===== src/rtl/cnn_load_pkg.sv =====
// Shared definitions for the CNN load controller.
//   state_t           : controller FSM states
//   SEL_*             : memory region select codes driven on mem_sel_o
//   CMD_*             : command nibbles accepted in IDLE
//   *_N_DEF           : default region sizes in nibbles
//   TIMEOUT_DEF       : default max idle clocks between nibbles in a frame
package cnn_load_pkg;

    typedef enum logic [2:0] {
        S_IDLE    = 3'd0,
        S_LD_COEF = 3'd1,
        S_LD_BIAS = 3'd2,
        S_LD_IMG  = 3'd3,
        S_START   = 3'd4,
        S_RUN     = 3'd5
    } state_t;

    localparam logic [1:0] SEL_COEF = 2'd0;
    localparam logic [1:0] SEL_BIAS = 2'd1;
    localparam logic [1:0] SEL_IMG  = 2'd2;

    localparam logic [3:0] CMD_FULL = 4'h1;
    localparam logic [3:0] CMD_IMG  = 4'h2;

    localparam int unsigned COEF_N_DEF  = 34720;
    localparam int unsigned BIAS_N_DEF  = 106;
    localparam int unsigned IMG_N_DEF   = 784;
    localparam int unsigned TIMEOUT_DEF = 100000;

    localparam int ADDR_W = 16;

endpackage


===== src/rtl/cnn_load_ctrl_gap_timer.sv =====
// Idle-gap timer for frame loading.
//   clk, rst_n : clock, asynchronous active-low reset
//   clear      : restart the count from zero (takes priority)
//   enable     : count one clock per cycle while high
//   expire     : high while the TIMEOUT_CYC-th consecutive idle clock is in
//                progress; the consumer acts on it at the next edge
module gap_timer
    import cnn_load_pkg::*;
#(
    parameter int unsigned TIMEOUT_CYC = TIMEOUT_DEF
) (
    input  logic clk,
    input  logic rst_n,
    input  logic clear,
    input  logic enable,
    output logic expire
);

    localparam int CNT_W = $clog2(TIMEOUT_CYC + 1);
    localparam logic [CNT_W-1:0] LAST = CNT_W'(TIMEOUT_CYC - 1);

    logic [CNT_W-1:0] cnt_q;

    // expire depends only on the register and enable, so the FSM may use it
    // to build the clear term without forming a combinational loop.
    assign expire = enable && (cnt_q == LAST);

    always_ff @(posedge clk or negedge rst_n) begin
        if (!rst_n) begin
            cnt_q <= '0;
        end else if (clear) begin
            cnt_q <= '0;
        end else if (enable && (cnt_q != LAST)) begin
            cnt_q <= cnt_q + 1'b1;
        end
    end

endmodule


===== src/rtl/cnn_load_ctrl.sv =====
// Frame controller between the UART nibble receiver and the CNN core.
// A command nibble selects a full load (coef, bias, image) or an image-only
// load; the following nibbles are written one per address into the selected
// region, then the CNN is started and its completion awaited.
//   rx_valid_i/rx_nibble_i : received nibble strobe and data
//   mem_we_o/sel/addr/wdata: registered memory write port
//   cnn_start_o/cnn_done_i : CNN start pulse and completion input
//   busy_o                 : controller not idle
//   params_valid_o         : coef and bias resident
//   frame_done_o           : one-cycle pulse after CNN completion
//   err_*_o                : sticky error flags, cleared by an accepted command
//   dbg_state_o            : current FSM state for observation
// Handshake: rx_valid_i is a single-cycle strobe with no back-pressure; every
// strobe is consumed in the cycle it is seen (written, taken as a command,
// or dropped and flagged).
module cnn_load_ctrl
    import cnn_load_pkg::*;
#(
    parameter int unsigned COEF_N      = COEF_N_DEF,
    parameter int unsigned BIAS_N      = BIAS_N_DEF,
    parameter int unsigned IMG_N       = IMG_N_DEF,
    parameter int unsigned TIMEOUT_CYC = TIMEOUT_DEF
) (
    input  logic              clk,
    input  logic              rst_n,
    input  logic              rx_valid_i,
    input  logic [3:0]        rx_nibble_i,
    output logic              mem_we_o,
    output logic [1:0]        mem_sel_o,
    output logic [ADDR_W-1:0] mem_addr_o,
    output logic [3:0]        mem_wdata_o,
    output logic              cnn_start_o,
    input  logic              cnn_done_i,
    output logic              busy_o,
    output logic              params_valid_o,
    output logic              frame_done_o,
    output logic              err_cmd_o,
    output logic              err_timeout_o,
    output logic              err_overrun_o,
    output logic [2:0]        dbg_state_o
);

    localparam logic [ADDR_W-1:0] LAST_COEF = ADDR_W'(COEF_N - 1);
    localparam logic [ADDR_W-1:0] LAST_BIAS = ADDR_W'(BIAS_N - 1);
    localparam logic [ADDR_W-1:0] LAST_IMG  = ADDR_W'(IMG_N - 1);

    state_t            state_q, state_d;
    logic [ADDR_W-1:0] addr_q, addr_d;
    logic              we_d, start_d, fdone_d, pv_d;
    logic              ecmd_d, etmo_d, eovr_d;
    logic [1:0]        sel_d;
    logic [ADDR_W-1:0] maddr_d;
    logic [3:0]        wdata_d;

    logic [1:0]        cur_sel;
    logic [ADDR_W-1:0] cur_last;
    state_t            cur_next;

    logic in_load, tmr_clear, tmr_expire;

    assign in_load   = (state_q == S_LD_COEF) || (state_q == S_LD_BIAS) ||
                       (state_q == S_LD_IMG);
    // The gap count restarts on every nibble and on every state change.
    assign tmr_clear = rx_valid_i || (state_d != state_q);

    gap_timer #(.TIMEOUT_CYC(TIMEOUT_CYC)) u_gap_timer (
        .clk    (clk),
        .rst_n  (rst_n),
        .clear  (tmr_clear),
        .enable (in_load),
        .expire (tmr_expire)
    );

    // Region attributes of the current load state.
    always_comb begin
        cur_sel  = SEL_COEF;
        cur_last = LAST_COEF;
        cur_next = S_LD_BIAS;
        case (state_q)
            S_LD_BIAS: begin
                cur_sel  = SEL_BIAS;
                cur_last = LAST_BIAS;
                cur_next = S_LD_IMG;
            end
            S_LD_IMG: begin
                cur_sel  = SEL_IMG;
                cur_last = LAST_IMG;
                cur_next = S_START;
            end
            default: ;
        endcase
    end

    always_comb begin
        state_d = state_q;
        addr_d  = addr_q;
        we_d    = 1'b0;
        sel_d   = mem_sel_o;
        maddr_d = mem_addr_o;
        wdata_d = mem_wdata_o;
        start_d = 1'b0;
        fdone_d = 1'b0;
        pv_d    = params_valid_o;
        ecmd_d  = err_cmd_o;
        etmo_d  = err_timeout_o;
        eovr_d  = err_overrun_o;
        case (state_q)
            S_IDLE: begin
                if (rx_valid_i) begin
                    if (rx_nibble_i == CMD_FULL) begin
                        state_d = S_LD_COEF;
                        pv_d    = 1'b0;
                        addr_d  = '0;
                        ecmd_d  = 1'b0;
                        etmo_d  = 1'b0;
                        eovr_d  = 1'b0;
                    end else if (rx_nibble_i == CMD_IMG && params_valid_o) begin
                        state_d = S_LD_IMG;
                        addr_d  = '0;
                        ecmd_d  = 1'b0;
                        etmo_d  = 1'b0;
                        eovr_d  = 1'b0;
                    end else begin
                        ecmd_d = 1'b1;
                    end
                end
            end
            S_LD_COEF, S_LD_BIAS, S_LD_IMG: begin
                // A nibble arriving in the expiry cycle is still taken.
                if (rx_valid_i) begin
                    we_d    = 1'b1;
                    sel_d   = cur_sel;
                    maddr_d = addr_q;
                    wdata_d = rx_nibble_i;
                    addr_d  = addr_q + 1'b1;
                    if (addr_q == cur_last) begin
                        addr_d  = '0;
                        state_d = cur_next;
                        if (state_q == S_LD_BIAS) pv_d = 1'b1;
                    end
                end else if (tmr_expire) begin
                    state_d = S_IDLE;
                    addr_d  = '0;
                    etmo_d  = 1'b1;
                end
            end
            S_START: begin
                start_d = 1'b1;
                state_d = S_RUN;
                if (rx_valid_i) eovr_d = 1'b1;
            end
            S_RUN: begin
                if (rx_valid_i) eovr_d = 1'b1;
                if (cnn_done_i) begin
                    fdone_d = 1'b1;
                    state_d = S_IDLE;
                end
            end
            default: state_d = S_IDLE;
        endcase
    end

    always_ff @(posedge clk or negedge rst_n) begin
        if (!rst_n) begin
            state_q        <= S_IDLE;
            addr_q         <= '0;
            mem_we_o       <= 1'b0;
            mem_sel_o      <= '0;
            mem_addr_o     <= '0;
            mem_wdata_o    <= '0;
            cnn_start_o    <= 1'b0;
            frame_done_o   <= 1'b0;
            params_valid_o <= 1'b0;
            err_cmd_o      <= 1'b0;
            err_timeout_o  <= 1'b0;
            err_overrun_o  <= 1'b0;
        end else begin
            state_q        <= state_d;
            addr_q         <= addr_d;
            mem_we_o       <= we_d;
            mem_sel_o      <= sel_d;
            mem_addr_o     <= maddr_d;
            mem_wdata_o    <= wdata_d;
            cnn_start_o    <= start_d;
            frame_done_o   <= fdone_d;
            params_valid_o <= pv_d;
            err_cmd_o      <= ecmd_d;
            err_timeout_o  <= etmo_d;
            err_overrun_o  <= eovr_d;
        end
    end

    assign busy_o      = (state_q != S_IDLE);
    assign dbg_state_o = state_q;

endmodule

===== config.mk =====
export PLATFORM = sky130hd
export DESIGN_NAME = cnn_load_ctrl
export DESIGN_NICKNAME = d
export VERILOG_FILES = /design/src/rtl/cnn_load_pkg.sv /design/src/rtl/cnn_load_ctrl_gap_timer.sv /design/src/rtl/cnn_load_ctrl.sv
export SDC_FILE = /design/constraint.sdc
export NUM_CORES = 1
export LEC_CHECK = 0
export BUFFER_PORTS_ARGS = -buffer_cell sky130_fd_sc_hd__buf_4
export CORE_MARGIN = 10
export CORE_UTILIZATION = 30
export CTS_CLUSTER_DIAMETER = 80
export DETAILED_ROUTE_END_ITERATION = 10
export PLACE_DENSITY_LB_ADDON = 0.05
export SETUP_SLACK_MARGIN = 0.3
export SLEW_MARGIN = 20
export SYNTH_ARGS = -nofsm -noshare
export SYNTH_HDL_FRONTEND = slang
export SYNTH_SLANG_ARGS = --single-unit

===== constraint.sdc =====
create_clock -name clk -period 3.3 [get_ports clk]
set_clock_uncertainty 0.1 [all_clocks]
set_input_delay 0.33 -clock clk [delete_from_list [all_inputs] [get_ports clk]]
set_output_delay 0.33 -clock clk [all_outputs]
set_load 0.02 [all_outputs]

# Word level (Yosys, flattened, before mapping)
# Index checks and enable logic that the tools add are counted.
totals:
  regBits: 65
  in_bits: 8
  out_inout_bits: 33
  word_cells: 96
classes:
  add_sub_neg: 2
  n_eq_ne: 21
  mux: 41
  n_reduce_logical: 19
ops:
  columns: ["operator", "n"]
  rows:
  - ["$mux 16", 6]
  - ["$pmux 16 s2", 2]
  - ["$mux 17", 2]
  - ["$mux 3", 7]
  - ["$mux 1", 18]
  - ["$add 17x1->17 const B", 1]
  - ["$eq 17x17->1 const B", 1]
  - ["$ne 17x17->1 const B", 1]
  - ["$add 16x1->16 const B", 1]
  - ["$eq 16x16->1", 1]
  - ["$ne 2x2->1 const B", 7]
  - ["$pmux 3 s4", 1]
  - ["$reduce_and 4->1", 2]
  - ["$eq 3x2->1 const B", 2]
  - ["$eq 3x3->1 const B", 2]
  - ["$ne 3x3->1 const B", 2]
  - ["$pmux 1 s2", 3]
  - ["$pmux 3 s2", 1]
  - ["$reduce_and 6->1", 1]
  - ["$reduce_bool 2->1", 3]
  - ["$reduce_and 5->1", 1]
  - ["$eq 4x1->1 const B", 1]
  - ["$eq 4x2->1 const B", 1]
  - ["$pmux 2 s2", 1]
  - ["10 further kinds", 15]

# Depth between registers and ports, before layout
# Gate-level depths: netlist (run 1).
depth:
  ltp_word: 10
  mapped_depth: 8
  mapped_depth_nobuf: 7

# Cells and area by module
# From an unflattened synthesis (run 1), not the netlist that was laid out.
unflattened:
  cells_unflattened: 326
  hier_area_um2: 3362.0
modules_own_cells:
  columns: ["module", "n_inst", "cells_per_inst", "area_each_um2", "seq_area_each_um2"]
  rows:
  - ["cnn_load_ctrl", 1, 227, 2374.8, 1201.2]
  - ["gap_timer", 1, 99, 987.2, 425.4]

# Worst setup path before layout (run 1)
# OpenSTA, ideal clock, no wires.
synth_path:
  path_kind: "reg2reg"
  from: "reg u_gap_timer.cnt_q[8]"
  to: "reg addr_q[4]"
  setup_ps: 121
  t_arrival_ps: 1999
  required_ps: 3079
  setup_slack_ps: 1080
  stages_incl_launch_ff: 6
  n_path_buf: 1
  path_cell_list: "dfrtp_1 or4b_4 nor4_4 o221ai_2 buf_6 a22o_1"
synth_via:
  elab_chain_cells: 4
synth_rtl:
  columns: ["item", "line", "text"]
  rows:
  - ["from (decl)", "cnn_load_ctrl_gap_timer.sv:22", "logic [CNT_W-1:0] cnt_q;"]
  - ["from (signal assigned)", "cnn_load_ctrl_gap_timer.sv:34", "cnt_q <= cnt_q + 1'b1;"]
  - ["$eq 17x17->1", "cnn_load_ctrl_gap_timer.sv:26", "assign expire = enable && (cnt_q == LAST);"]
  - ["$logic_and 1x1->1", "cnn_load_ctrl_gap_timer.sv:26", null]
  - ["$ne 3x3->1 (no source line)", null, null]
  - ["$reduce_and 4->1 (no source line)", null, null]
  - ["to (signal assigned)", "cnn_load_ctrl.sv:179", "addr_q <= addr_d;"]
  - ["to (decl)", "cnn_load_ctrl.sv:48", "logic [ADDR_W-1:0] addr_q, addr_d;"]
# Every way passes these cells.
# A chain may end at the register's enable or synchronous reset.

# Final worst setup path (run 1)
layout_path:
  from: "reg state_q[1] (netlist: dbg_state_o[1])"
  to: "reg addr_q[11]"
layout_via:
  elab_chain_cells: 6
  elab_cells_between_ends: 18
  cone_classes: "eq/ne (7); mux (4); reduce/logical (7)"
layout_rtl:
  columns: ["item", "line", "text"]
  rows:
  - ["from (decl)", "cnn_load_ctrl.sv:47", "state_t state_q, state_d;"]
  - ["from (signal assigned)", "cnn_load_ctrl.sv:178", "state_q <= state_d;"]
  - ["$eq 3x2->1 (tied with other cells)", "cnn_load_ctrl.sv:62, cnn_load_ctrl.sv:79, cnn_load_ctrl.sv:107", null]
  - ["$pmux 16 s2 or $logic_or 1x1->1 (tied branches)", "cnn_load_ctrl.sv:79, cnn_load_ctrl.sv:61", null]
  - ["$eq 16x16->1 or $logic_or 1x1->1 (tied branches)", "cnn_load_ctrl.sv:136, cnn_load_ctrl.sv:61", null]
  - ["$mux 16 or $logic_and 1x1->1 (tied branches)", "cnn_load_ctrl.sv:136, cnn_load_ctrl_gap_timer.sv:26", null]
  - ["$mux 16 or $ne 3x3->1 (tied branches)", null, null]
  - ["$pmux 16 s2 or $reduce_and 4->1 (tied branches)", null, null]
# Parallel ways exist; a longest one is shown, timed or not.

==> flow_summary.json, run 1 <==
{
  "status": "finished, violations left",
  "violations": "negative hold slack",
  "maxSlewHeadroom": 0.4267,
  "required_ps": 3430,
  "end_kind": "register",
  "cts_buffer_depth": 2,
  "post_cts_resized": 0,
  "grt_pass1_vias": 2791,
  "min_period_ps": 2688,
  "cp-endpoint": "addr_q[11]$_DFFE_PN0P_",
  "place_inst": 524,
  "synthToLayoutAreaGrowth_pct": 16.51,
  "final_cells": 537,
  "clock.fmax_ghz": 0.3721,
  "nFillCells": 1132,
  "async_flop_share": 1.000,
  "vias": 2654,
  "dp_hpwl_microns": 5943,
  "timing.rr.start": "dbg_state_o[1]$_DFF_PN0_",
  "startpoint": "dbg_state_o[1]$_DFF_PN0_",
  "yosysSeqAreaShare": 0.4935,
  "r2r-end": "addr_q[11]$_DFFE_PN0P_",
  "setup-violations-final": 0,
  "grt_remaining_overflow": 0,
  "utilization": 0.3558,
  "rr_worst_depth": 5,
  "start_kind": "register",
  "hold_path_class": "in -> async",
  "post_drt_via_cell_ratio": 4.942,
  "tritoncts": "built",
  "powerDensity_mw_per_mm2": 547.9,
  "crit_arrival_ps": 2820,
  "n_antenna_cell": 0,
  "cts_setup_buffers": 0,
  "wl_microns": 8611,
  "synthCells": 357,
  "fin_tns_setup_ps": 0,
  "peakVddDrop_mv": 0.2589,
  "grt_pass1_wl_microns": 14740,
  "synth_commonest_cells": "nand2_1 (81), dfrtp_1 (65), nor2_1 (28), o21ai_0 (19), nand3_1 (18)",
  "drv_slew": 0,
  "critical_path_class": "reg -> reg",
  "p_leak_nw": 1.753,
  "synth_most_common_cell": "nand2_1",
  "ant_nets": 0,
  "synth_area_sq_mm": 0.003296,
  "ff_latch_area_sq_mm": 0.001627,
  "finalHoldViolCount": 9,
  "post_drt_wl_per_cell_microns": 16.04,
  "grt_usage": 0.1148,
  "synth_area_leaders": "dfrtp_1 (49%), nand2_1 (9.2%), nor2_1 (3.2%)",
  "root_buffer": "clkbuf_8",
  "core_sq_mm": 0.01079,
  "synth-seq-cells": 65,
  "crit_fanout": 15,
  "cts_made_buffers": 9,
  "holdWs_ps": -5.198,
  "clk_latency_ps": 350,
  "antenna_found_initial": 0,
  "synth_ff_type": "dfrtp_1",
  "die_h_microns": 124.8,
  "die_area_sq_mm": 0.01558,
  "io_pins": 41,
  "synth_edf_count": 0,
  "gp_congestion": 0.7514,
  "grt_start_max_net_pins": 66,
  "synth_fp_nets": 367,
  "num_rows": 38,
  "worst_slew_pin_slew_ps": 860.0,
  "drtIter0Drc": 216,
  "rrSetupSlack_ps": 610,
  "clock_sinks": 65,
  "multi_input_area_sq_mm": 0.001516,
  "synth_top_area_share": 0.4935,
  "drive_above_1_share": 0.1738,
  "start_util": 0.3054,
  "nNetsFinal": 405,
  "post-route-drc-count": 0,
  "die_w_microns": 124.8,
  "htreeDepth": 3,
  "numPortBuffers": 40,
  "rsz0062_at_grt": "false",
  "drv_cap": 0,
  "clkTransAtPathRegs_ps": 70,
  "cts_hold_buf": 0,
  "syn_avg_cell_area_sq_um": 9.232,
  "drt_first_pass_iters": 4,
  "yosysWarnings": 0,
  "yosysUniqueCellTypes": 55,
  "yosys.area.top_type": "dfrtp_1",
  "post-route-period-util": 0.8144
}
-- layout make-up --
type	count	share of cell area
Clock buffer	12	0.03780
Clock inverter	1	0.001303
Inverter	13	0.01271
Multi-Input combinational cell	263	0.3949
Sequential cell	65	0.4236
Tap cell	140	0.04562
Timing Repair Buffer	43	0.08407
-- flip-flops by register name (all words and copies together), names as in the netlist --
| signal | cells |
|---|---|
| params_valid_o | 1 |
| u_gap_timer.cnt_q | 17 |
| mem_sel_o | 2 |
| addr_q | 16 |
| err_overrun_o | 1 |
| dbg_state_o | 3 |
| mem_we_o | 1 |
| cnn_start_o | 1 |
| mem_addr_o | 16 |
| frame_done_o | 1 |
| err_timeout_o | 1 |
| err_cmd_o | 1 |
| mem_wdata_o | 4 |
-- through the flow --
step | total power [mW] | setup slack [ps] | instance area (sq um)
2_1_floorplan | 1.316 | 1080 | 3296
3_3_place_gp | 1.553 | 659.8 | 3690
3_5_place_dp | 1.559 | 641.4 | 3690
4_1_cts | 2.148 | 614.5 | 3840
5_1_grt | 2.252 | 396.6 | 3840
6_report | 2.104 | 612.5 | 3840
-- worst min path at each step --
stage / endpoint / slack, ps / depth (start not counted)
after floorplan: addr_q[0]$_DFFE_PN0P_ / -70 / 0
final: u_gap_timer.cnt_q[15]$_DFFE_PN0P_ / -5 / 1
after global placement: mem_addr_o[1]$_DFFE_PN0P_ / 360 / 2
after detailed placement: mem_addr_o[6]$_DFFE_PN0P_ / 370 / 2
after CTS: u_gap_timer.cnt_q[16]$_DFFE_PN0P_ / 30 / 1
after global routing: u_gap_timer.cnt_q[16]$_DFFE_PN0P_ / 50 / 1
-- report_power, final --
part	internal [mW]	switching, mW	total (mW)
Combinational	0.201	0.343	0.544
Clock	0.280	0.298	0.578
Sequential	0.892	0.0895	0.982
-- layout by cell type, fill, tap and decap left out, types with 10 or more instances in the layout --
cell,synthesis,layout
nand2_1,81,81
dfrtp_1,65,65
buf_4,0,43
nor2_1,28,28
o21ai_0,19,19
nand3_1,18,18
inv_1,13,13
nand4_1,13,13
xor2_1,10,10
clkbuf_8,1,10
-- worst max-delay path: stages, from the launching register on --
cell     delay (ps)
dfrtp_1         620
or3b_2          540
mux2i_1         210
nand4_2         410
and2_1          350
a221o_1         330
-- layer usage --
| metal | up-vias | track usage | part of all wire |
|---|---|---|---|
| li1 | 1319 | - | - |
| met1 | 1279 | 0.1394 | 0.46 |
| met2 | 47 | 0.1849 | 0.48 |
| met3 | 9 | 0.03660 | 0.038 |
| met4 | 0 | 0.04404 | 0.020 |
| met5 | - | 0 | 0 |
-- cell families (layout without fill, tap and decap cells) --
group	after synthesis	after routing	synth area share
compound gates	52	52	0.1067
xor+xnor	17	17	0.04518
fa+ha+maj	2	2	0.007592
buf+inv	29	69	0.04632
flops	65	65	0.4935
mux	5	5	0.01557
simple gates	187	187	0.2851
Note: power is estimated with default switching activity, not from simulation.
==> inputs of run 2 (changes only) <==
--- a/config.mk
+++ b/config.mk
@@ -5,6 +5,7 @@
 export SDC_FILE = /design/constraint.sdc
 export NUM_CORES = 1
 export LEC_CHECK = 0
+export ABC_AREA = 1
 export BUFFER_PORTS_ARGS = -buffer_cell sky130_fd_sc_hd__buf_4
 export CORE_MARGIN = 10
 export CORE_UTILIZATION = 30
==> constraint.sdc (replaced) <==
create_clock -name clk -period 2.8 [get_ports clk]
set_clock_uncertainty 0.1 [all_clocks]
set_input_delay 0.28 -clock clk [delete_from_list [all_inputs] [get_ports clk]]
set_output_delay 0.28 -clock clk [all_outputs]
set_load 0.02 [all_outputs]
==> run 2 against run 1 <==
The flow still finishes with violations (negative hold slack); via count is 8.6% higher; area after synthesis is 3.8% higher; sequential share of layout area is 2.8 points lower; total power is 41% higher; non-clock buffer count is 2 lower; critical path depth is 6 higher; maximum frequency is 18% higher; synthesized cell count is 19% higher; clock power is 76% higher; register-to-register slack worse by 90 ps; core utilization is 1.9 points higher.
==> flow_summary.json, run 2 <==
{
  "status": "finished, violations left",
  "violations": "negative hold slack",
  "worst_slack_ps": 521.1,
  "synth_edf_count": 0,
  "grt_usage": 0.1174,
  "die_area_sq_mm": 0.01607,
  "powerDensity_mw_per_mm2": 722.2,
  "peakVddDrop_mv": 0.4281,
  "rr_worst_depth": 11,
  "post-route-drc-count": 0,
  "numPortBuffers": 40,
  "nNetsFinal": 479,
  "finalHoldViolCount": 65,
  "synth_most_common_cell": "nand2_1",
  "synth_area_sq_mm": 0.003421,
  "core_sq_mm": 0.01098,
  "clkTransAtPathRegs_ps": 50,
  "gp_congestion": 0.8192,
  "grt_remaining_overflow": 0,
  "end_kind": "register",
  "synthToLayoutAreaGrowth_pct": 20.30,
  "post_drt_via_cell_ratio": 4.709,
  "route.layer.met1.wl_microns": 4275,
  "timing.rr.start": "dbg_state_o[0]$_DFF_PN0_",
  "wl_met3_microns": 365,
  "synth_ff_type": "dfrtp_1",
  "syn_avg_cell_area_sq_um": 8.049,
  "setup-violations-final": 0,
  "required_ps": 2950,
  "grt_pass1_vias": 2970,
  "nFillCells": 1145,
  "final_common_cell": "nand2_1",
  "grt_start_max_net_pins": 66,
  "yosysUniqueCellTypes": 46,
  "multi_input_area_sq_mm": 0.001529,
  "holdWs_ps": -58.33,
  "clock_sinks": 65,
  "cts_hold_buf": 0,
  "p_leak_nw": 1.916,
  "synthCells": 425,
  "async_flop_share": 1.000,
  "maxUsedRoutingLayer": "met4",
  "drv_cap": 0,
  "wl_met2_microns": 4386,
  "die_w_microns": 126.8,
  "clock.fmax_ghz": 0.4388,
  "die_h_microns": 126.8,
  "drive_above_1_share": 0.1928,
  "synth_top_area_share": 0.4755,
  "yosys.area.top_type": "dfrtp_1",
  "root_buffer": "clkbuf_16",
  "ff_latch_area_sq_mm": 0.001627,
  "synth_commonest_cells": "nand2_1 (96), dfrtp_1 (65), nor2_1 (48), inv_1 (46), o21ai_0 (32)",
  "num_rows": 38,
  "start_util": 0.3115,
  "ant_nets": 0,
  "startpoint": "dbg_state_o[0]$_DFF_PN0_",
  "synth-seq-cells": 65,
  "clk_latency_ps": 330,
  "largest-register": "u_gap_timer.cnt_q",
  "drt_first_pass_iters": 4,
  "place_area_sq_mm": 0.003851,
  "drtIter0Drc": 170,
  "top_regs": "u_gap_timer.cnt_q x17, addr_q x16, mem_addr_o x16",
  "synth_area_leaders": "dfrtp_1 (48%), nand2_1 (11%), nor2_1 (5.3%)",
  "start_kind": "register",
  "grt_pass1_wl_microns": 15370,
  "tritoncts": "built",
  "post_drt_wl_per_cell_microns": 15.01,
  "yosysWarnings": 0,
  "hold_path_class": "in -> async",
  "crit_arrival_ps": 2430,
  "critical_path_class": "reg -> reg",
  "fin_tns_setup_ps": 0,
  "dp_hpwl_microns": 6790,
  "stdcell_area_sq_mm": 0.004115,
  "antenna_found_initial": 0,
  "worst_slew_pin_slew_ps": 858.9,
  "crit_fanout": 13,
  "cts_made_buffers": 9,
  "final_cell_mix": "nand2_1 (96), dfrtp_1 (65), nor2_1 (48)",
  "rsz0062_at_grt": "false",
  "htreeDepth": 3,
  "post_cts_resized": 0,
  "n_antenna_cell": 0,
  "drv_slew": 0,
  "wl_microns": 9186,
  "min_period_ps": 2279,
  "cts_setup_buffers": 0,
  "synth_fp_nets": 435,
  "io_pins": 41,
  "cts_buffer_depth": 2,
  "post-route-period-util": 0.8139,
  "yosysSeqAreaShare": 0.4755,
  "largest_register_ffs": 17,
  "maxSlewHeadroom": 0.4274,
  "place_ws_ps": 536.9,
  "vias": 2882
}
==> run 2: logic make-up (layout without fill, tap and decap cells) <==
family                     count (synthesis)  in the layout  synth area share
AOI/OAI and AO/OA                         68             68            0.1189
xor gates and xnor gates                  13             13           0.03328
adders and majority gates                  2              2          0.007314
buffers and inverters                     64            111           0.07754
DFF                                       65             65            0.4755
and+or+nand+nor                          213            213            0.2875
==> run 2: report_power, final <==
| part | leakage, nW | switching (mW) | internal [mW] | total [mW] |
|---|---|---|---|---|
| Sequential | 0.882 | 0.111 | 1.08 | 1.19 |
| Clock | 0.129 | 0.383 | 0.638 | 1.02 |
| Combinational | 0.905 | 0.482 | 0.276 | 0.759 |
==> run 2: worst paths after layout <==
check | to | slack (ps)
max | addr_q[13]$_DFFE_PN0P_ | 520
min | mem_addr_o[1]$_DFFE_PN0P_ | -60
max reg2reg | addr_q[13]$_DFFE_PN0P_ | 520
min reg2reg | mem_sel_o[1]$_DFFE_PN0P_ | 380
max in group asynchronous | addr_q[8]$_DFFE_PN0P_ | 2080
min in group clk | mem_wdata_o[3]$_DFFE_PN0P_ | 70
==> run 2: critical path, stage by stage, from the launching register on <==
cell and delay, ps:
dfrtp_1 550, o21ai_2 360, inv_2 80, nand2_2 200
inv_2 100, nand2_2 110, nand2_4 120, inv_4 170
nand2_1 110, o21ai_1 150, inv_1 50, a21oi_1 100
==> run 2: cell type report <==
type | instances | area share
multi-input cells | 296 | 0.3715
well taps | 140 | 0.04257
clock buffers | 14 | 0.06415
inverters | 56 | 0.05169
repair buffers | 41 | 0.07479
flip-flops and latches | 65 | 0.3953
==> run 2: per-stage QoR <==
stage / util / cells / hold WS, ps / power, mW
after global placement: 0.3506 / 598 / 359.9 / 1.991
after global routing: 0.3747 / 612 / 38.91 / 3.153
after CTS: 0.3747 / 612 / 7.729 / 3.028
after floorplan: - / 425 / -115.6 / 1.652
after detailed placement: 0.3506 / 598 / 359.8 / 1.988
final: 0.3747 / 612 / -58.33 / 2.972
==> run 2: layer usage <==
| metal | GRT usage | vias up |
|---|---|---|
| met1 | 0.1473 | 1351 |
| met4 | 0.04287 | 0 |
| li1 | - | 1468 |
| met5 | 0 | - |
| met3 | 0.03040 | 12 |
| met2 | 0.1896 | 51 |
==> inputs of run 3 (changes only) <==
--- a/config.mk
+++ b/config.mk
@@ -5,7 +5,7 @@
 export SDC_FILE = /design/constraint.sdc
 export NUM_CORES = 1
 export LEC_CHECK = 0
-export ABC_AREA = 1
+export ABC_AREA = 0
 export BUFFER_PORTS_ARGS = -buffer_cell sky130_fd_sc_hd__buf_4
 export CORE_MARGIN = 10
 export CORE_UTILIZATION = 30
==> constraint.sdc (replaced) <==
create_clock -name clk -period 2.35 [get_ports clk]
set_clock_uncertainty 0.1 [all_clocks]
set_input_delay 0.235 -clock clk [delete_from_list [all_inputs] [get_ports clk]]
set_output_delay 0.235 -clock clk [all_outputs]
set_load 0.02 [all_outputs]
==> run 3 against run 2 <==
The flow now finishes without violations; sequential share of layout area decreased by 3.0 points; combinational power increased by 44%; critical path depth decreased by 4; non-clock buffer count increased by 43; critical endpoint is now u_gap_timer.cnt_q[15]$_DFFE_PN0P_; critical path type unchanged; flip-flop and latch count unchanged; register-to-register slack got worse by 330 ps; routed wire length increased by 2.0%; clock power increased by 9%; die area decreased by 3.1%; highest routed layer unchanged; cell area increased by 8.5%; total power increased by 19%; maximum frequency increased by 5.7%.
==> flow_summary.json, run 3 (same netlist as run 1, synthesis figures left out) <==
{
  "end_kind": "register",
  "n_antenna_cell": 0,
  "crit_fanout": 10,
  "grt_start_max_net_pins": 34,
  "final_cell_mix": "nand2_1 (73), buf_4 (71), dfrtp_1 (63)",
  "largest-register": "u_gap_timer.cnt_q",
  "tritoncts": "built",
  "powerDensity_mw_per_mm2": 788.7,
  "antenna_found_initial": 0,
  "grt_remaining_overflow": 0,
  "rrSetupSlack_ps": 190,
  "nNetsFinal": 446,
  "dp_hpwl_microns": 6496,
  "place_area_sq_mm": 0.003905,
  "crit_arrival_ps": 2300,
  "core_sq_mm": 0.01079,
  "top_regs": "u_gap_timer.cnt_q x17, addr_q x16, mem_addr_o x16",
  "path_delay_family": "simple AND/OR/NAND/NOR gates",
  "drv_slew": 0,
  "start_util": 0.3054,
  "grt_pass1_vias": 2943,
  "post-route-drc-count": 0,
  "post_drt_via_cell_ratio": 4.950,
  "setup-violations-final": 0,
  "timing.rr.start": "u_gap_timer.cnt_q[6]$_DFFE_PN0P_",
  "drt_first_pass_iters": 4,
  "post-route-period-util": 0.9174,
  "p_leak_nw": 2.043,
  "r2r-end": "u_gap_timer.cnt_q[15]$_DFFE_PN0P_",
  "wl_met3_microns": 324,
  "rsz0062_at_grt": "true",
  "fin_tns_setup_ps": 0,
  "ant_nets": 0,
  "cts_made_buffers": 9,
  "clock.fmax_ghz": 0.4639,
  "final_cells": 581,
  "clock_sinks": 65,
  "critPathMaxStageDelay_ps": 540,
  "post_drt_wl_per_cell_microns": 16.13,
  "io_pins": 41,
  "worstHoldPathCells": 3,
  "largest_register_ffs": 17,
  "hp-start": "cnn_done_i",
  "num_rows": 38,
  "cp_cell_sequence": "or4bb_1, nor4_4, buf_4, a221o_2, o21bai_4, buf_12, nor2_1",
  "min_period_ps": 2156,
  "synthToLayoutAreaGrowth_pct": 35.50,
  "maxSlewHeadroom": 0.6192,
  "drive_above_1_share": 0.3107,
  "root_buffer": "clkbuf_8",
  "die_w_microns": 124.8,
  "holdWs_ps": 69.23,
  "slowest_stage": "or4bb_1",
  "required_ps": 2500,
  "path_buf_inv": 2,
  "clkTransAtPathRegs_ps": 80,
  "numPortBuffers": 40,
  "final_common_cell": "nand2_1",
  "status": "completed",
  "peakVddDrop_mv": 0.3706,
  "rr_worst_depth": 7,
  "gp_congestion": 0.8036,
  "vias": 2876,
  "die_area_sq_mm": 0.01558,
  "critical_path_class": "reg -> reg",
  "worst_slew_pin_slew_ps": 565.9,
  "hold_path_class": "in -> reg",
  "stdcell_area_sq_mm": 0.004466,
  "grt_usage": 0.1217,
  "wl_met2_microns": 4586,
  "clk_latency_ps": 360,
  "finalHoldViolCount": 0,
  "cts_buffer_depth": 2,
  "route.layer.met1.wl_microns": 4310,
  "drtIter0Drc": 172,
  "hold_end": "frame_done_o$_DFF_PN0_",
  "grt_pass1_wl_microns": 15660,
  "start_kind": "register",
  "drv_cap": 0,
  "die_h_microns": 124.8,
  "place_inst": 549,
  "htreeDepth": 3,
  "wl_microns": 9370,
  "maxUsedRoutingLayer": "met4"
}
## run 3: per-layer routing
layer / global-route usage / vias to the layer above
met4: 0.04404 / 0
li1: - / 1407
met3: 0.03149 / 10
met2: 0.1954 / 49
met1: 0.1536 / 1410
met5: 0 / -
## run 3: repair_timing
action | in CTS | in global routing
endpoints found under the setup margin | 31 | 38
hold buffers | 4 | 0
setup buffers | 9 | 3
resized for setup | 16 | 24
pin swaps | 9 | 5
hold endpoints to repair | 35 | 0
## run 3: cell type report
type	instances	area, sq um
clock buffers	10	137.6
well taps	140	175.2
inverters	13	48.80
multi-input cells	263	1688
repair buffers	84	695.7
fillers	1099	6327
flip-flops and latches	65	1629
clock inverters	6	91.34
## run 3: power by group
| group | internal [mW] | total (mW) | switching (mW) |
|---|---|---|---|
| Combinational | 0.459 | 1.09 | 0.627 |
| Sequential | 1.25 | 1.33 | 0.0722 |
| Clock | 0.628 | 1.11 | 0.482 |
## run 3: worst max path at each step
stage                                      start                                end  slack [ps]  depth (start not counted)
2_1_floorplan   u_gap_timer.cnt_q[6]$_DFFE_PN0P_              addr_q[1]$_DFFE_PN0P_         140                          5
5_1_grt         u_gap_timer.cnt_q[6]$_DFFE_PN0P_  u_gap_timer.cnt_q[15]$_DFFE_PN0P_         100                          7
6_report        u_gap_timer.cnt_q[6]$_DFFE_PN0P_  u_gap_timer.cnt_q[15]$_DFFE_PN0P_         190                          7
3_3_place_gp    u_gap_timer.cnt_q[6]$_DFFE_PN0P_             addr_q[12]$_DFFE_PN0P_         120                          4
3_5_place_dp    u_gap_timer.cnt_q[6]$_DFFE_PN0P_             addr_q[12]$_DFFE_PN0P_          90                          4
4_1_cts        u_gap_timer.cnt_q[11]$_DFFE_PN0P_  u_gap_timer.cnt_q[15]$_DFFE_PN0P_         130                          7
## run 3: tightest hold or removal path, stage by stage
cell and delay (ps):
buf_4 130, nand2_1 80, nor2_1 50
## run 3: through the flow
stage	worst slack [ps]	total power, mW	util
after detailed placement	89.50	2.255	0.3618
after floorplan	144.6	1.860	-
final	194.2	3.522	0.4137
after global placement	118.9	2.249	0.3618
after global routing	98.53	3.724	0.4137
after CTS	130.9	3.493	0.3993
